<file path="src/rtl/cp0_exc_unit.sv">
// -----------------------------------------------------------------------------
// cp0_exc_unit
//   Coprocessor-0 for the P7 MIPS pipeline.
//   - Arbitrates level hardware interrupts against synchronous exceptions
//     reported by the M stage. When the unit decides to take one, it raises
//     intreq, which redirects the NPC to the handler.
//   - On entry it captures EPC and Cause and sets SR.EXL. While EXL is set,
//     further entries are masked.
//   - It serves mfc0 reads (combinational on cp0_addr) and mtc0 writes.
//   - The NPC uses epc as the eret target.
//
// Ports
//   clk        rising-edge clock
//   reset_n    asynchronous active-low reset
//   hw_int     level interrupt requests, sampled into Cause.IP every cycle
//   exc_valid  M-stage synchronous exception this cycle
//   exc_code   ExcCode of that exception
//   victim_pc  PC of the M-stage instruction
//   victim_bd  M-stage instruction sits in a branch delay slot
//   eret       M-stage eret retiring this cycle
//   cp0_we     mtc0 write enable
//   cp0_addr   CP0 register number for mtc0/mfc0
//   cp0_wdata  mtc0 write data
//   cp0_rdata  mfc0 read data (combinational)
//   intreq     take exception/interrupt now
//   epc        current EPC register
// -----------------------------------------------------------------------------
module cp0_exc_unit #(
    parameter logic [31:0] PRID    = 32'h2017_1204,
    parameter int          HWINT_W = 6
) (
    input  logic               clk,
    input  logic               reset_n,
    input  logic [HWINT_W-1:0] hw_int,
    input  logic               exc_valid,
    input  logic [4:0]         exc_code,
    input  logic [31:0]        victim_pc,
    input  logic               victim_bd,
    input  logic               eret,
    input  logic               cp0_we,
    input  logic [4:0]         cp0_addr,
    input  logic [31:0]        cp0_wdata,
    output logic [31:0]        cp0_rdata,
    output logic               intreq,
    output logic [31:0]        epc
);

    localparam logic [4:0] ADDR_SR    = 5'd12;
    localparam logic [4:0] ADDR_CAUSE = 5'd13;
    localparam logic [4:0] ADDR_EPC   = 5'd14;
    localparam logic [4:0] ADDR_PRID  = 5'd15;

    // SR.EXL is the state of the exception FSM.
    typedef enum logic {
        USER    = 1'b0,
        HANDLER = 1'b1
    } state_t;

    state_t              state_q, state_d;
    logic [HWINT_W-1:0]  im_q, im_d;
    logic                ie_q, ie_d;
    logic [HWINT_W-1:0]  ip_q, ip_d;
    logic                bd_q, bd_d;
    logic [4:0]          exc_code_q, exc_code_d;
    logic [31:0]         epc_q, epc_d;

    logic                exl;
    logic                int_pend;
    logic                exc_take;
    logic                take;
    logic                mtc0_wr;
    logic [31:0]         entry_pc;

    assign exl      = (state_q == HANDLER);
    assign int_pend = (|(ip_q & im_q)) & ie_q & ~exl;
    assign exc_take = exc_valid & ~exl;
    assign take     = int_pend | exc_take;

    // Registers are already cleared while reset is held, but exc_valid is not
    // gated by EXL alone, so intreq is forced low explicitly during reset.
    assign intreq   = take & reset_n;
    assign epc      = epc_q;

    // An instruction flushed by the entry must not commit its mtc0.
    assign mtc0_wr  = cp0_we & ~take;

    // A delay-slot victim restarts at its branch; wraps modulo 2^32.
    assign entry_pc = victim_bd ? (victim_pc - 32'd4) : victim_pc;

    always_comb begin
        state_d    = state_q;
        im_d       = im_q;
        ie_d       = ie_q;
        ip_d       = hw_int;
        bd_d       = bd_q;
        exc_code_d = exc_code_q;
        epc_d      = epc_q;

        if (take) begin
            epc_d      = entry_pc & ~32'd3;
            bd_d       = victim_bd;
            exc_code_d = int_pend ? 5'd0 : exc_code;
            state_d    = HANDLER;
        end else begin
            if (mtc0_wr && (cp0_addr == ADDR_SR)) begin
                im_d    = cp0_wdata[10 +: HWINT_W];
                ie_d    = cp0_wdata[0];
                state_d = cp0_wdata[1] ? HANDLER : USER;
            end
            if (mtc0_wr && (cp0_addr == ADDR_EPC)) begin
                epc_d = cp0_wdata & ~32'd3;
            end
            // eret's EXL clear overrides a same-cycle mtc0 to SR.
            if (eret) begin
                state_d = USER;
            end
        end
    end

    always_ff @(posedge clk or negedge reset_n) begin
        if (!reset_n) begin
            state_q    <= USER;
            im_q       <= '0;
            ie_q       <= 1'b0;
            ip_q       <= '0;
            bd_q       <= 1'b0;
            exc_code_q <= 5'd0;
            epc_q      <= 32'd0;
        end else begin
            state_q    <= state_d;
            im_q       <= im_d;
            ie_q       <= ie_d;
            ip_q       <= ip_d;
            bd_q       <= bd_d;
            exc_code_q <= exc_code_d;
            epc_q      <= epc_d;
        end
    end

    // mfc0 read mux; unimplemented bits and registers read as zero.
    always_comb begin
        cp0_rdata = 32'd0;
        case (cp0_addr)
            ADDR_SR: begin
                cp0_rdata[10 +: HWINT_W] = im_q;
                cp0_rdata[1]             = exl;
                cp0_rdata[0]             = ie_q;
            end
            ADDR_CAUSE: begin
                cp0_rdata[31]            = bd_q;
                cp0_rdata[10 +: HWINT_W] = ip_q;
                cp0_rdata[6:2]           = exc_code_q;
            end
            ADDR_EPC:  cp0_rdata = epc_q;
            ADDR_PRID: cp0_rdata = PRID;
            default:   cp0_rdata = 32'd0;
        endcase
    end

endmodule
</file>
<file path="config.mk">
export PLATFORM = sky130hd
export DESIGN_NAME = cp0_exc_unit
export DESIGN_NICKNAME = d
export VERILOG_FILES = /design/src/rtl/cp0_exc_unit.sv
export SDC_FILE = /design/constraint.sdc
export NUM_CORES = 1
export LEC_CHECK = 0
export CORE_MARGIN = 1
export CORE_UTILIZATION = 45
export CTS_CLUSTER_SIZE = 24
export DETAILED_ROUTE_END_ITERATION = 8
export GPL_ROUTABILITY_DRIVEN = 0
export PLACE_DENSITY = 0.86
export SYNTH_ARGS = -nofsm -noshare
export SYNTH_HDL_FRONTEND = slang
export SYNTH_SLANG_ARGS = --single-unit
export TNS_END_PERCENT = 5
</file>
<file path="constraint.sdc">
create_clock -name clk -period 2.95 [get_ports clk]
set_input_delay 0.59 -clock clk [delete_from_list [all_inputs] [get_ports clk]]
set_output_delay 0.59 -clock clk [all_outputs]
set_load 0.01 [all_outputs]
</file>
==> metrics, run 1 <==
Worst EP required=2360 ps; share of cells above drive strength 1=0.120; cell area after synthesis=between 0.003 and 0.004 mm^2; slowest CP cell=clkdlybuf4s50_1; Crit path max-delay family=buffers and inverters; relative slew slack=0.494; sequential fraction of the synthesis area=0.380; Setup-failing EPs final=0; most used cell, CP=clkdlybuf4s50_1; final wirelength=about 11 mm; FP Rows=30; Post-Synthesis Cells=between 300 and 400; worst-skew pair later-pin latency=310 ps; power share of the combinational group=0.447; die height=87.5 um; Hold Fails Final Rpt=0; vias in the first global route=3642; Pwr Total=2.95 mW; placed cells=about 600; ys async rst share=1.00; Switching Share=0.364; Via density=5.93; worst vdd ir=0.000439 V; Num CTS Buffers=5; TritonCTS Sinks=50; Top Ports=151; crit end category=primary output; Critical Path Start Type=input pin; crit path cell chain=clkdlybuf4s50_1 -> and4b_1 -> nor2b_4 -> buf_4 -> and2_1 -> clkdlybuf4s50_1; CP bufs+invs=3; Slew Viols, Final=0; initial antenna violation count=0; critical path class=input pin to primary output; Area growth, synth to finish=57.1%; routed len/inst=18.5 um; Buffers on Ports=146; worst hold path class=input pin to asynchronous set/reset pin; DRC violations left=0; switching power=1.08 mW; CP arrival=2320 ps; post-CTS setup repair buffer count=0; final cell count without fillers=620; FF+latch count, synth=50; RSZ-0062 raised after global routing=yes; drt first pass iters=4; fin crit share=0.986; Final HPWL DP=8.57 mm; status=finished, final reports clean; Critical Path Max Stage Delay=520 ps; largest net degree at the start of global routing=59; number of synthesized flops with an enable pin=0; clock share of power=0.150; CTS tree=yes; fin crit period=2910 ps; die area=between 0.007 and 0.008 mm^2; Worst Tran Pin Value=757 ps; sequential share of power=0.404; Final Skew=9.73 ps; Synth cell types=46; initial drt markers=211; Reg clk slew, reported paths=100 ps; Core ar.=0.00694 mm^2; cell-internal power=1.88 mW; clock tree root buffer cell=clkbuf_8; Yosys warnings=0; chip width=just under 90 um; Pleak=about 2.3 nW; CTS H-Tree Depth=2; CTS Buffer Depth=2; Synth Flop Type=dfrtp_1; max frequency=about 340 MHz; first-pass GRT wire length=17.5 mm; Avg Inst Size Synth=9.12 um^2; total gr overflow=0; peak fanout along the critical path=8; antenna viol nets, final=0; ANT cells=0; via count=3674; Total GRT Usage=0.299; Final Net Count=about 600; Initial Util=0.474; MaxCap Viol Count=0; Cell Pwr Density=571 mW/mm^2
## final timing paths
kind	from	end	slack, ps	cells past startpoint
setup / recovery	cp0_addr[3]	cp0_rdata[27]	40	6
hold / removal	reset_n	ip_q[5]	420	2
hold reg to reg	bd_q	bd_q	510	2
min in group clk	bd_q	bd_q	510	2
setup reg to reg	im_q[3]	im_q[4]	850	5
max in group asynchronous	reset_n	epc[18]	2070	2
## cells in the final DEF (no fill, tap or decap), types with 6 or more instances in the layout
master,count
a211oi_1,26
a21oi_1,11
a22o_1,8
a31oi_1,17
and2_1,16
and3_1,22
buf_4,38
clkdlybuf4s50_1,129
dfrtp_1,50
dlygate4sd2_1,6
dlymetal6s2s_1,10
mux2_2,7
mux2i_1,14
nand2_1,12
nor2_1,20
nor3_1,6
nor4_1,7
o21a_1,6
o21ai_0,13
o31ai_1,9
or3_1,12
or4_1,12
or4b_1,6
xnor2_1,8
## timing repair
item / CTS / global route
resized for setup: 8 / 10
gates cloned: 0 / 0
setup endpoints to repair: 18 / 14
hold buffers: 0 / 0
hold endpoints to repair: 0 / 0
## worst register-to-register path: cells and delay by family, from the launching register on
family,cells,cell delay (ps)
simple gates,1,390
compound gates,2,640
flops,1,430
mux,1,380
buf+inv,1,150
## cell type report
type                    instances  area (um^2)
repair buffers                185         1780
well taps                      96          120
clock buffers                   5         68.8
fillers                       488         1770
flip-flops and latches         50         1250
multi-input cells             276         1900
clock inverters                 3         28.8
inverters                       5         18.8
## cells in the mapped netlist, drive strengths merged (2+ instances only)
master  number  share of area
dfrtp       50           0.38
a211oi      26          0.059
clkbuf      26          0.030
and3        22          0.042
nor2        20          0.023
a31oi       17          0.032
and2        16          0.030
mux2i       14          0.043
o21ai       13          0.020
nand2       12          0.014
or3         12          0.023
or4         12          0.027
a21oi       11          0.017
o31ai        9          0.021
a22o         8          0.021
xnor2        8          0.021
mux2         7          0.024
nor4         7          0.013
nor2b        6          0.011
nor3         6         0.0091
o21a         6          0.014
or4b         6          0.018
a22oi        5          0.011
buf          5         0.0099
inv          5         0.0057
or2          5         0.0095
o311a        3         0.0091
o311ai       3         0.0080
o41ai        3         0.0080
nor4b        2         0.0053
o31a         2         0.0053
## through the flow
step	hold WS, ps	cell area [um^2]	setup WS (ps)	setup TNS (ps)	util
after floorplan	294	3290	322	0	-
after global placement	466	5050	-88.7	-1040	0.727
after detailed placement	485	5050	-115	-1420	0.727
after CTS	455	5140	12.4	0	0.741
after global routing	476	5170	-40.9	-105	0.745
final	423	5170	40.1	0	0.745
## logic make-up (layout without fill, tap and decap cells)
logic type | after synthesis | count (layout) | share of synthesized area
adder cells (fa/ha/maj) | 1 | 1 | 0.00380
other | 1 | 2 | 0.00114
multiplexers | 21 | 21 | 0.0665
flip-flops | 50 | 50 | 0.380
buffers and inverters | 36 | 198 | 0.0452
XOR/XNOR | 9 | 9 | 0.0240
AND/OR/NAND/NOR | 134 | 134 | 0.245
AO/OA/AOI/OAI | 109 | 109 | 0.234
## metal layers
layer,routed length (um),share of wire,global-route usage,vias to the layer above
li1,-,-,-,1707
met1,4230,0.37,0.351,1714
met2,5640,0.49,0.518,223
met3,1300,0.11,0.0825,30
met4,314,0.027,0.122,0
met5,0,0,0,-
## registers in the layout (all words and copies together), names as in the netlist
name / flops
ip_q: 6
ie_q: 1
epc: 30
im_q: 6
bd_q: 1
exl: 1
exc_code_q: 5
## power by group through the flow
| stage | sequential (mW) | combinational, mW | clock [mW] |
|---|---|---|---|
| finish | 1.19 | 1.32 | 0.442 |
| global route | 1.22 | 1.42 | 0.477 |
| CTS | 1.19 | 1.32 | 0.450 |
| detailed placement | 1.20 | 1.31 | 0 |
| global placement | 1.18 | 1.28 | 0 |
| floorplan | 1.22 | 0.506 | 0 |
Note: power is estimated with default switching activity, not from simulation.
==> run 2, diff against run 1 <==
--- a/config.mk
+++ b/config.mk
@@ -5,7 +5,6 @@
 export SDC_FILE = /design/constraint.sdc
 export NUM_CORES = 1
 export LEC_CHECK = 0
-export CORE_MARGIN = 1
 export CORE_UTILIZATION = 45
 export CTS_CLUSTER_SIZE = 24
 export DETAILED_ROUTE_END_ITERATION = 8
@@ -14,4 +13,3 @@
 export SYNTH_ARGS = -nofsm -noshare
 export SYNTH_HDL_FRONTEND = slang
 export SYNTH_SLANG_ARGS = --single-unit
-export TNS_END_PERCENT = 5
==> run 2 against run 1 <==
Combinational power about the same. Flip-flop and latch count unchanged. Worst setup slack better by 17 ps. Power increased by 0.18%. Worst hold slack better by 9.7 ps. Critical path depth rose by 1. Non-clock buffer count grew 2. Final area up 0.61%. Clock-buffer cell count did not move. Largest cell class unchanged. Highest routed layer unchanged.
==> metrics, run 2 (synthesis gave the netlist of run 1 again) <==
Post-CTS Hold Buffers=0 (unchanged); Worst EP required=2360 ps (about the same); placed cells=612 (unchanged); Top Ports=151 (unchanged); TritonCTS Sinks=50 (unchanged); relative slew slack=0.442 (-0.0519); worst-skew pair later-pin latency=320 ps (about the same); Hold Fails Final Rpt=0 (unchanged); initial drt markers=243 (+15%); CTS H-Tree Depth=2 (unchanged); Critical Path Start Type=input pin; Crit path max-delay family=buffers and inverters; chip width=87.5 um (unchanged); critical path class=input pin to primary output; worst hold path class=input pin to asynchronous set/reset pin; Via density=5.95 (+0.47%); via count=3703 (+0.79%); ANT cells=0 (unchanged); Design Area, Final=0.00520 mm^2 (+0.61%); die area=0.00766 mm^2 (unchanged); routed len/inst=18.6 um (+0.32%); RSZ-0062 raised after global routing=yes; FP Rows=30 (unchanged); Pwr Total=2.96 mW (+0.18%); Core ar.=0.00694 mm^2 (unchanged); max frequency=346 MHz (+0.59%); CP arrival=2300 ps (-20 ps); Critical Path Max Stage Delay=540 ps (+20 ps); drt first pass iters=5 (+1); Core Util, Final=0.749 (+0.00450); MaxCap Viol Count=0 (unchanged); Final Skew=10.3 ps (+0.561 ps); Total GRT Usage=0.300 (about the same); fin crit period=2890 ps (-17.0 ps); Hold WS=433 ps (+9.70 ps); Final HPWL DP=8.57 mm (unchanged); final wirelength=11.6 mm (+0.64%); max FFs per register=30 (unchanged); Num CTS Buffers=5 (unchanged); crit end category=primary output; Worst Tran Pin Value=835 ps (+77.7 ps); vias in the first global route=3647 (+0.14%); status=finished, final reports clean; Cell Pwr Density=569 mW/mm^2 (-0.42%); clock tree root buffer cell=clkbuf_8; launch point of the worst path=cp0_addr[1]; slowest CP cell=clkdlybuf4s50_1; filler cell count=480 (-1.6%); Setup-failing EPs final=0 (unchanged); DRC violations left=0 (unchanged); Post-DP Area=0.00505 mm^2 (unchanged); CTS tree=yes; worst vdd ir=0.000437 V (-0.58%); Buffers on Ports=146 (unchanged); antenna viol nets, final=0 (unchanged); Area growth, synth to finish=58.1%; CTS Buffer Depth=2 (unchanged); most frequent cells in the layout=clkdlybuf4s50_1 (127), dfrtp_1 (50), buf_4 (40); Worst R2R Start=im_q[3]; final cell count without fillers=622 (+0.32%); first-pass GRT wire length=17.5 mm (about the same); Initial Util=0.474 (unchanged); initial antenna violation count=0 (unchanged); Pleak=2.35 nW (+3.4%); Reg clk slew, reported paths=100 ps (about the same); commonest non-fill, non-tap cell in the layout=clkdlybuf4s50_1; largest net degree at the start of global routing=59 (unchanged); peak fanout along the critical path=11 (+3); fin crit share=0.981 (-0.00577); total gr overflow=0 (unchanged); Slew Viols, Final=0 (unchanged); Final Net Count=612 (+0.33%); crit path cell chain=clkdlybuf4s50_1 -> buf_4 -> nor2b_1 -> buf_4 -> a21oi_1 -> nor2_1 -> clkdlybuf4s50_1; CP bufs+invs=4 (+1); share of cells above drive strength 1=0.124 (+0.00335); die height=87.5 um (unchanged)
run 2: cell count changes in the layout (fill, tap and decap cells not counted):
| cell | change |
|---|---|
| buf_4 | +2 |
| dlygate4sd2_1 | -3 |
| clkdlybuf4s50_1 | -2 |
| dlymetal6s2s_1 | +5 |
run 2: worst paths after layout:
check                                      to  slack [ps]  depth (start not counted)
worst max-delay path            cp0_rdata[14]          60                          7
worst min-delay path                  ip_q[5]         430                          2
worst max register to register        im_q[4]         840                          5
worst min register to register           bd_q         510                          2
max in group asynchronous             epc[19]        2080                          2
min in group clk                         bd_q         510                          2
run 2: area by class of cell:
class	instances	area [um^2]	share of cell area
Multi-Input combinational cell	276	1900	0.366
Timing Repair Buffer	187	1810	0.348
Sequential cell	50	1250	0.241
Tap cell	96	120	0.0231
Clock buffer	5	68.8	0.0132
Clock inverter	3	28.8	0.00553
Inverter	5	18.8	0.00361
run 2: stage by stage:
| stage | setup TNS [ps] | setup slack (ps) |
|---|---|---|
| after floorplan | 0 | 322 |
| after global placement | -1040 | -88.7 |
| after detailed placement | -1420 | -115 |
| after CTS | 0 | 0.103 |
| after global routing | -50.6 | -25.8 |
| final | 0 | 57.1 |
run 2: where the power goes:
group | total, mW | switching, mW | internal, mW
sequential | 1.19 | 0.240 | 0.951
combinational | 1.32 | 0.571 | 0.751
clock | 0.444 | 0.267 | 0.177
total | 2.96 | 1.08 | 1.88
run 2: layer usage:
| layer | up-vias | part of all wire | global-route usage |
|---|---|---|---|
| li1 | 1715 | - | - |
| met1 | 1741 | 0.39 | 0.351 |
| met2 | 213 | 0.49 | 0.519 |
| met3 | 34 | 0.091 | 0.0825 |
| met4 | 0 | 0.029 | 0.122 |
| met5 | - | 0 | 0 |
run 2: what timing repair did:
| item | 4_1_cts | 5_1_grt |
|---|---|---|
| buffers inserted | 1 | 1 |
| gates resized for setup | 5 | 15 |
| endpoints found under the setup margin | 18 | 17 |
